===== src/rtl/note_midi_tx.sv =====
// note_midi_tx: turns the mono note/gate pair into MIDI Note On / Note Off messages on a UART line.
// Latency: inputs are registered once and decided one edge later, so the start bit shows two edges after an input change.
// No backpressure: only the newest input state is sent, and changes made while a message is in flight are coalesced.
// Optional feature macro: MIDI_RUNNING_STATUS_EN (running status; Note Off goes out as Note On with velocity 0).
module note_midi_tx #(
  parameter int CLK_HZ   = 50000000,
  parameter int BAUD     = 31250,
  parameter int CHANNEL  = 0,
  parameter int VELOCITY = 100
) (
  input  logic       clk,
  input  logic       rst,
  input  logic [6:0] in_note,
  input  logic       in_gate,
  output logic       midi_tx,
  output logic       busy,
  output logic       msg_sent
);

  // Clock cycles per serial bit; must be at least 2.
  localparam int DIV   = CLK_HZ / BAUD;
  localparam int CNT_W = $clog2(DIV);

  localparam logic [CNT_W-1:0] DIV_LAST = CNT_W'(DIV - 1);
  localparam logic [CNT_W-1:0] DIV_PRE  = CNT_W'(DIV - 2);

  localparam logic [7:0] ST_ON  = 8'h90 | {4'h0, 4'(CHANNEL)};
  localparam logic [7:0] ST_OFF = 8'h80 | {4'h0, 4'(CHANNEL)};
  localparam logic [7:0] VEL_ON = {1'b0, 7'(VELOCITY)};

  typedef enum logic [1:0] {
    IDLE  = 2'd0,
    START = 2'd1,
    DATA  = 2'd2,
    STOP  = 2'd3
  } state_t;

  state_t           state;
  logic [CNT_W-1:0] div_cnt;
  logic [2:0]       bit_cnt;
  // Index of the byte currently on the wire: 0 status, 1 note, 2 velocity.
  logic [1:0]       byte_idx;
  logic [7:0]       shreg;
  logic [7:0]       msg_note;
  logic [7:0]       msg_vel;

  // What the far end believes is playing.
  logic             sent_gate;
  logic [6:0]       sent_note;

  // Input sample registers; all decisions use these, never the raw inputs.
  logic             s_gate;
  logic [6:0]       s_note;

`ifdef MIDI_RUNNING_STATUS_EN
  // 8'h00 is never a status byte, so it stands for "nothing sent yet".
  logic [7:0]       last_status;
`endif

  // Decision terms and the message that would be loaded this cycle.
  logic             want_on;
  logic             want_off;
  logic [7:0]       ld_status;
  logic [6:0]       ld_note;
  logic [7:0]       ld_vel;
  logic [1:0]       ld_first;

  // Register the incoming note/gate once.
  always_ff @(posedge clk) begin
    if (rst) begin
      s_gate <= 1'b0;
      s_note <= '0;
    end else begin
      s_gate <= in_gate;
      s_note <= in_note;
    end
  end

  // Pick the next message from the sampled inputs versus what was last sent.
  always_comb begin
    want_on   = s_gate && !sent_gate;
    want_off  = sent_gate && (!s_gate || (s_note != sent_note));
    ld_status = ST_ON;
    ld_note   = s_note;
    ld_vel    = VEL_ON;
    ld_first  = 2'd0;
    if (!want_on) begin
      // Note Off always refers to the note the far end is holding.
      ld_note = sent_note;
`ifdef MIDI_RUNNING_STATUS_EN
      ld_vel  = 8'h00;
`else
      ld_status = ST_OFF;
      ld_vel    = 8'h40;
`endif
    end
`ifdef MIDI_RUNNING_STATUS_EN
    // Skip the status byte when it repeats the previous one.
    if (ld_status == last_status) begin
      ld_first = 2'd1;
    end
`endif
  end

  // Serial transmitter FSM: idle decision, then start/data/stop per byte.
  always_ff @(posedge clk) begin
    if (rst) begin
      state     <= IDLE;
      div_cnt   <= '0;
      bit_cnt   <= '0;
      byte_idx  <= '0;
      shreg     <= '0;
      msg_note  <= '0;
      msg_vel   <= '0;
      sent_gate <= 1'b0;
      sent_note <= '0;
      midi_tx   <= 1'b1;
      busy      <= 1'b0;
      msg_sent  <= 1'b0;
`ifdef MIDI_RUNNING_STATUS_EN
      last_status <= 8'h00;
`endif
    end else begin
      msg_sent <= 1'b0;
      case (state)
        IDLE: begin
          midi_tx <= 1'b1;
          if (want_on || want_off) begin
            // Latch the whole message now; later input changes wait for the next decision.
            state     <= START;
            div_cnt   <= '0;
            midi_tx   <= 1'b0;
            busy      <= 1'b1;
            byte_idx  <= ld_first;
            msg_note  <= {1'b0, ld_note};
            msg_vel   <= ld_vel;
            shreg     <= (ld_first == 2'd0) ? ld_status : {1'b0, ld_note};
            sent_gate <= want_on;
            if (want_on) begin
              sent_note <= s_note;
            end
`ifdef MIDI_RUNNING_STATUS_EN
            last_status <= ld_status;
`endif
          end
        end

        START: begin
          if (div_cnt == DIV_LAST) begin
            div_cnt <= '0;
            bit_cnt <= '0;
            state   <= DATA;
            midi_tx <= shreg[0];
          end else begin
            div_cnt <= div_cnt + 1'b1;
          end
        end

        DATA: begin
          if (div_cnt == DIV_LAST) begin
            div_cnt <= '0;
            if (bit_cnt == 3'd7) begin
              state   <= STOP;
              midi_tx <= 1'b1;
            end else begin
              bit_cnt <= bit_cnt + 1'b1;
              shreg   <= {1'b0, shreg[7:1]};
              midi_tx <= shreg[1];
            end
          end else begin
            div_cnt <= div_cnt + 1'b1;
          end
        end

        STOP: begin
          // Pulse lands in the very last cycle of the final stop bit.
          if ((div_cnt == DIV_PRE) && (byte_idx == 2'd2)) begin
            msg_sent <= 1'b1;
          end
          if (div_cnt == DIV_LAST) begin
            div_cnt <= '0;
            if (byte_idx == 2'd2) begin
              state <= IDLE;
              busy  <= 1'b0;
            end else begin
              // Next byte follows with no idle gap.
              state    <= START;
              midi_tx  <= 1'b0;
              byte_idx <= byte_idx + 2'd1;
              shreg    <= (byte_idx == 2'd0) ? msg_note : msg_vel;
            end
          end else begin
            div_cnt <= div_cnt + 1'b1;
          end
        end

        default: begin
          state   <= IDLE;
          midi_tx <= 1'b1;
          busy    <= 1'b0;
        end
      endcase
    end
  end

endmodule

===== config.mk =====
export PLATFORM = sky130hd
export DESIGN_NAME = note_midi_tx
export DESIGN_NICKNAME = d
export VERILOG_FILES = /design/src/rtl/note_midi_tx.sv
export SDC_FILE = /design/constraint.sdc
export NUM_CORES = 1
export LEC_CHECK = 0
export ABC_AREA = 1
export CORE_AREA = 4 4 72 74
export DETAILED_ROUTE_END_ITERATION = 6
export DIE_AREA = 0 0 76 78
export GPL_TIMING_DRIVEN = 0
export PLACE_DENSITY = 0.72
export SKIP_LAST_GASP = 1
export SLEW_MARGIN = 20
export SYNTH_ARGS = -nofsm -noshare
export SYNTH_HDL_FRONTEND = slang
export SYNTH_SLANG_ARGS = --single-unit

===== constraint.sdc =====
create_clock -name clk -period 2.49 [get_ports clk]
set_input_delay 0.747 -clock clk [delete_from_list [all_inputs] [get_ports clk]]
set_output_delay 0.747 -clock clk [all_outputs]
set_load 0.01 [all_outputs]

==> results.txt, run 1 <==
----------------------------------------------------
[Run status]
  Result of the run ... finished clean

[Timing]
  Final setup TNS ... 0 ns
  Max Transition Viols Final ... 0
  Final period util ... between 80 and 90%
  Final setup viols ... 0
  Max transition margin ... between 60% and 70%
  Fin Clk Skew ... about 0.0086 ns
  Unrepaired setup endpoints after global routing ... false
  Transition time of the tightest slew-check pin ... slightly below 0.5 ns
  Count of endpoints failing hold in the final timing report ... 0
  Time the final worst path needs with I/O delays and setup ... roughly 2.0 ns
  Maximum clock frequency ... between 400 and 500 MHz

[Pwr]
  Register share of total power ... roughly a third
  Comb power frac ... around 46%
  Switching pwr ... approximately 1100 uW
  Highest ir drop seen on vdd ... around 0.00045 V
  Switching Fraction ... between 40% and 50%
  Pint ... about 1600 uW
  Leakage ... between 0.001 and 0.0015 uW
  Power per standard cell area ... between 1000 and 1500 nW/um^2
  Clock share of power ... 19.8%

[CTS]
  CTS resizes ... 0
  CTS tree ... built
  Clock root buffer master ... clkbuf_8
  Number of buffers inserted during clock tree synthesis ... 5
  Clock edge transition at the registers on the reported setup and hold paths ... ~0.090 ns
  CTS Hold Buffers Added ... 0
  Setup bufs post-CTS ... 0
  Clock H-tree levels ... 2
  Clock latency of the later-clocked register in the worst-skew pair ... ~0.30 ns
  Clock Sinks ... 46
  Number of buffers on the longest clock path ... 2

[Global route]
  Global routing usage summed across all routing layers ... between 10% and 20%
  First-pass GRT wire length ... ~9000 um
  Vias in the first global route ... between 2,000 and 2,500
  Sum of overflow across all layers after global routing ... 0
  Antenna violations before repair ... 0
  Pin count of the biggest net entering global routing ... 15

[Logic synthesis]
  Number of nets produced by synthesis ... 369
  Per-instance average area after synthesis ... 6.96 sq um
  Fraction of the yosys area taken by sequential cells ... 37.9%
  Post-synthesis instance area ... around 2400 sq um
  Gate count after technology mapping ... around 350
  Unique cell type count in the Yosys netlist ... 35
  Number of register bits inferred by synthesis ... 46
  Synth warn ... 0

[Floorplan]
  Die outline height ... between 70 and 80 um
  Core region area ... about 4600 sq um
  Effective utilization at floorplan ... 52.8%
  Horizontal extent of the die ... about 76 um
  Num ports ... 13
  Site Rows ... 25
  Die outline area ... about 5900 sq um

[Route]
  DRC marker count from the first detailed-route iteration ... between 150 and 200
  Number of routed nets with antenna violations ... 0
  Detailed Routing Iterations Pass 1 ... 4
  Aggregate routed wire length ... around 5000 um
  Total number of vias ... approximately 2,200
  Drt drc ... 0
  Mean number of vias per cell ... approximately 5
  DR WL/cell ... approximately 12 um

[Critical path]
  Cell depth of the worst flop-to-flop path ... 11
  Critical path startpoint category ... flip-flop
  Buffers plus inverters on the worst setup path ... 5
  Data required time at the worst endpoint ... about 2.7 ns
  Sequence of cells on the critical path ... inv_1 > ha_1 > buf_2 > inv_1 > nor2_1 > inv_1 > o22ai_4 > nand3_2 > buf_6 > nor2_1 > nor2_1
  Slowest cell on the critical path ... dfxtp_1
  Data arrival time of the critical path ... 2.22 ns
  Cell class contributing the biggest share of worst-path delay ... buffers and inverters
  Slowest stage delay, CP ... ~0.34 ns
  Number of cells on the critical path ... 11
  Kind of end point of the critical path ... flip-flop
  Category of the critical setup timing path ... reg2reg
  Critical Path Fanout Max ... 10

[Hold path]
  Path category of the worst min-delay check ... reg2reg
  Cell count of the worst hold path ... 2

[Cells and area]
  Layout net count ... roughly 390
  Number of fillers in the final layout ... between 400 and 500
  Area Overhead vs Synth ... 11.8%
  Most frequent standard cell in the layout excluding fill and tap cells ... nand2_1
  Most frequent cells in the layout ... nand2_1, inv_1, dfxtp_1, nor2_1, a21oi_1
  Area of all placed cells without fillers ... around 2700 sq um
  Fraction of final layout cells with drive strength greater than 1 ... under 10%
  Ant. Diodes ... 0

[Placement]
  Count of port buffers added during placement ... 11
  Detailed placement HPWL ... ~3700 um
  GP Congestion ... a little over 0.8
  Standard cell area after detailed placement ... about 2600 sq um

[Job]
  Max-Cap Viols ... 0

----------------------------------------------------
==> routing by layer <==
metal,up-vias,wire [um],track usage (%)
met1,990,2410,21.7
met4,0,66,6.58
li1,1140,-,-
met3,8,232,3.83
met2,36,2240,31.3
met5,-,0,0
==> worst reg2reg max path: cells and delay by family (launching register included) <==
| family | cells | cell delay [ns] |
|---|---|---|
| buf+inv | 5 | 0.80 |
| flops | 1 | 0.34 |
| compound gates | 1 | 0.21 |
| simple gates | 4 | 0.42 |
| fa+ha+maj | 1 | 0.16 |
==> kinds of logic after synthesis <==
logic type	Yosys count	synth area share, %
AO/OA/AOI/OAI	59	14.3
adder cells (fa/ha/maj)	10	5.15
buffers and inverters	77	12.9
flip-flops	46	37.9
AND/OR/NAND/NOR	157	29.7
==> registers in the layout, indices dropped and copies added (netlist names) <==
register and count:
byte_idx 2, midi_tx 1, msg_sent 1, sent_note 7, bit_cnt 3, state 2, div_cnt 11, shreg 8
s_note 7, busy 1, msg_vel 2, s_gate 1
==> through the flow <==
step	cells	utilization, %	setup WS [ns]	power (uW)	hold slack, ns
3_5_place_dp	414	56.7	0.502	2240	0.446
2_1_floorplan	349	-	0.769	1960	0.431
5_1_grt	422	59.0	0.242	3060	0.494
4_1_cts	422	59.0	0.467	2800	0.458
3_3_place_gp	414	56.7	0.503	2220	0.440
6_report	422	59.0	0.464	2780	0.455
==> cells in the mapped netlist <==
cell | count | share of area (%)
a22oi_1 | 1 | 0.31
ha_1 | 10 | 5.2
or2_2 | 2 | 0.52
o2111ai_1 | 1 | 0.36
buf_2 | 3 | 0.62
o21bai_1 | 1 | 0.31
o22ai_1 | 3 | 0.77
and3_1 | 1 | 0.26
o211ai_1 | 2 | 0.62
nand2_1 | 76 | 12
inv_1 | 62 | 9.6
nand2_2 | 5 | 1.3
nand3_2 | 1 | 0.41
inv_2 | 2 | 0.31
nand3_1 | 16 | 3.3
a21oi_1 | 27 | 5.6
o22ai_4 | 1 | 0.82
clkinv_4 | 1 | 0.36
a21o_1 | 1 | 0.31
nand2_4 | 2 | 0.93
a211oi_1 | 2 | 0.62
nor3_1 | 5 | 1.0
buf_6 | 2 | 0.93
clkbuf_1 | 6 | 0.93
nand4_4 | 1 | 0.88
nor3_4 | 1 | 0.67
dfxtp_1 | 46 | 38
a221oi_1 | 2 | 0.72
nand3b_1 | 1 | 0.31
o21ai_0 | 17 | 3.5
nor2_2 | 2 | 0.52
o211a_1 | 1 | 0.41
clkinv_1 | 1 | 0.15
nor2_1 | 34 | 5.3
nand4_1 | 10 | 2.6
==> area by class of cell <==
cell class | count | area (sq um) | area share, %
plain buffers | 11 | 60.1 | 2.21
multi-input cells | 226 | 1190 | 44.0
clock buffers | 5 | 68.8 | 2.54
inverters | 66 | 253 | 9.31
flip-flops and latches | 46 | 921 | 33.9
clock inverters | 3 | 40.0 | 1.48
well taps | 54 | 67.6 | 2.49
repair buffers | 11 | 110 | 4.06
==> power groups by stage <==
stage / Clock (uW) / Sequential, uW / Combinational, uW
after floorplan: 0 / 962 / 997
after global routing: 593 / 978 / 1490
after CTS: 563 / 958 / 1270
after global placement: 0 / 971 / 1250
after detailed placement: 0 / 975 / 1260
final: 550 / 957 / 1270
==> worst paths after layout <==
path,start,to,slack [ns]
max,state[0],shreg[3],0.46
min,msg_vel[6],msg_vel[6],0.45
max reg2reg,state[0],shreg[3],0.46
min reg2reg,msg_vel[6],msg_vel[6],0.45
Note: power is estimated with default switching activity, not from simulation.
==> run 2: changes to the inputs <==
- clock period: 2.49 -> 2.1 ns (I/O delays scaled with it)
==> results.txt, run 2 (synthesized netlist as in run 1, its figures left out) <==
----------------------------------------------------
[Run status]
  Result of the run ... finished clean

[Hold path]
  Cell count of the worst hold path ... 2 (unchanged)
  Sink of the worst hold path ... msg_vel[6]
  Path category of the worst min-delay check ... reg2reg
  Start point of the worst hold path ... msg_vel[6]

[CTS]
  Clock Sinks ... 46 (unchanged)
  CTS Hold Buffers Added ... 0 (unchanged)
  Clock edge transition at the registers on the reported setup and hold paths ... 0.08 ns (about the same)
  Clock root buffer master ... clkbuf_8
  CTS tree ... built
  Number of buffers inserted during clock tree synthesis ... 5 (unchanged)
  Clock latency of the later-clocked register in the worst-skew pair ... 0.30 ns (about the same)
  Number of buffers on the longest clock path ... 2 (unchanged)
  Clock H-tree levels ... 2 (unchanged)

[Critical path]
  Kind of end point of the critical path ... flip-flop
  Worst flop-to-flop path startpoint ... div_cnt[0]
  Cell depth of the worst flop-to-flop path ... 11 (unchanged)
  Category of the critical setup timing path ... reg2reg
  Reg2Reg Capture Point ... shreg[3]
  Setup slack of the worst register-to-register path ... 0.20 ns (-0.27 ns)
  Critical path startpoint category ... flip-flop
  Data arrival time of the critical path ... 2.10 ns (-0.12 ns)
  Critical Path Fanout Max ... 10 (unchanged)
  Data required time at the worst endpoint ... 2.30 ns (-0.39 ns)

[Cells and area]
  Area of combinational cells with multiple inputs ... 1200 sq um (+0.21%)
  Core utilization of the finished layout ... 59.3% (+0.27 points)
  Area Overhead vs Synth ... 12.3%
  Ant. Diodes ... 0 (unchanged)
  Register with the most flip-flops ... div_cnt
  Top Registers ... div_cnt (11), shreg (8)
  Number of fillers in the final layout ... 457 (-0.22%)
  Most frequent cells in the layout ... nand2_1, inv_1, dfxtp_1, nor2_1, a21oi_1
  Sequential cell area in the final layout ... 921 sq um (unchanged)
  Filler-free cell count of the finished design ... 422 (unchanged)
  Number of flip-flops under the largest register name ... 11 (unchanged)
  Most frequent standard cell in the layout excluding fill and tap cells ... nand2_1
  Fraction of final layout cells with drive strength greater than 1 ... 9.24% (+0.82 points)
  Layout net count ... 387 (unchanged)

[Floorplan]
  Site Rows ... 25 (unchanged)
  Die outline area ... 5930 sq um (unchanged)
  Num ports ... 13 (unchanged)
  Die outline height ... 78 um (unchanged)
  Core region area ... 4600 sq um (unchanged)
  Horizontal extent of the die ... 76 um (unchanged)
  Effective utilization at floorplan ... 52.8% (unchanged)

[Timing]
  Final period util ... 90.6% (+9.3 points)
  Time the final worst path needs with I/O delays and setup ... 1.90 ns (-0.123 ns)
  Final setup viols ... 0 (unchanged)
  Max transition margin ... 66.6% (-0.62 points)
  Unrepaired setup endpoints after global routing ... true
  Max Transition Viols Final ... 0 (unchanged)
  Fin Clk Skew ... 0.00671 ns (-0.00192 ns)
  Transition time of the tightest slew-check pin ... 0.501 ns (+0.00924 ns)
  Worst hold slack after final layout ... 0.456 ns (+0.000941 ns)
  Final setup TNS ... 0 ns (unchanged)
  Maximum clock frequency ... 525 MHz (+6.4%)
  Count of endpoints failing hold in the final timing report ... 0 (unchanged)

[Route]
  Number of routed nets with antenna violations ... 0 (unchanged)
  DR WL/cell ... 11.8 um (+0.22%)
  Drt drc ... 0 (unchanged)
  Total number of vias ... 2,166 (-0.37%)
  Mean number of vias per cell ... 5.13 (-0.37%)
  Detailed Routing Iterations Pass 1 ... 4 (unchanged)
  DRC marker count from the first detailed-route iteration ... 163 (-2.4%)
  Aggregate routed wire length ... 4960 um (+0.22%)

[Pwr]
  Power per standard cell area ... 1230 nW/um^2 (+20%)
  Highest ir drop seen on vdd ... 0.000557 V (+23%)
  Leakage ... 0.00122 uW (+0.11%)

[Placement]
  Post-Place Cells ... 414 (unchanged)
  Count of port buffers added during placement ... 11 (unchanged)
  GP Congestion ... 0.812 (unchanged)
  Detailed placement HPWL ... 3650 um (unchanged)

[Job]
  Max-Cap Viols ... 0 (unchanged)

[Global route]
  Vias in the first global route ... 2,014 (unchanged)
  First-pass GRT wire length ... 8780 um (unchanged)
  Pin count of the biggest net entering global routing ... 15 (unchanged)
  Antenna violations before repair ... 0 (unchanged)
  Sum of overflow across all layers after global routing ... 0 (unchanged)
  Global routing usage summed across all routing layers ... 18.0% (unchanged)

----------------------------------------------------
[run 2: changes by cell type in the layout (fill, tap and decap cells not counted), sizes merged]
| cell | previous run | this run |
|---|---|---|
| clkinv | 4 | 3 |
| clkinvlp | 0 | 1 |
[run 2: worst max-delay path, stage by stage (launching register included)]
cell,delay [ns]
dfxtp_1,0.39
ha_1,0.23
inv_1,0.07
nor2_2,0.20
nand4_4,0.21
nand2_4,0.14
nand2_4,0.06
clkinv_4,0.09
nand3_2,0.09
buf_6,0.17
nor2_1,0.10
nor2_1,0.05
[run 2: cell type report]
cell class / instances / area share (%)
Multi-Input combinational cell: 226 / 43.9
Buffer: 10 / 2.16
Tap cell: 54 / 2.48
Sequential cell: 46 / 33.8
Clock inverter: 3 / 1.47
Inverter: 66 / 9.41
Timing Repair Buffer: 12 / 4.31
Clock buffer: 5 / 2.52
[run 2: per-layer routing]
metal,track usage [%],vias to the layer above,wire [um]
met5,0,-,0
met4,6.58,0,66
met3,3.83,8,228
met2,31.3,33,2240
met1,21.7,979,2430
li1,-,1146,-
[run 2: timing repair]
| item | in CTS | in global routing |
|---|---|---|
| gates resized for setup | 0 | 3 |
| setup buffers | 0 | 1 |
| setup endpoints to repair | 0 | 16 |
[run 2: metrics by stage]
| step | total power [uW] | area [sq um] | setup WS, ns |
|---|---|---|---|
| floorplan | 2320 | 2430 | 0.379 |
| global placement | 2630 | 2610 | 0.113 |
| detailed placement | 2650 | 2610 | 0.112 |
| CTS | 3310 | 2710 | 0.0767 |
| global route | 3680 | 2730 | -0.0369 |
| finish | 3350 | 2730 | 0.197 |
[run 2: where the power goes]
group	switching [uW]	internal [uW]
logic	981	584
clock network	299	350
registers	95.0	1040
total	1380	1980
[run 2: worst max path at each step]
stage,start,end
CTS,state[0],shreg[0]
finish,div_cnt[0],shreg[3]
floorplan,state[0],shreg[0]
detailed placement,state[0],shreg[3]
global placement,state[0],shreg[3]
global route,div_cnt[0],shreg[1]
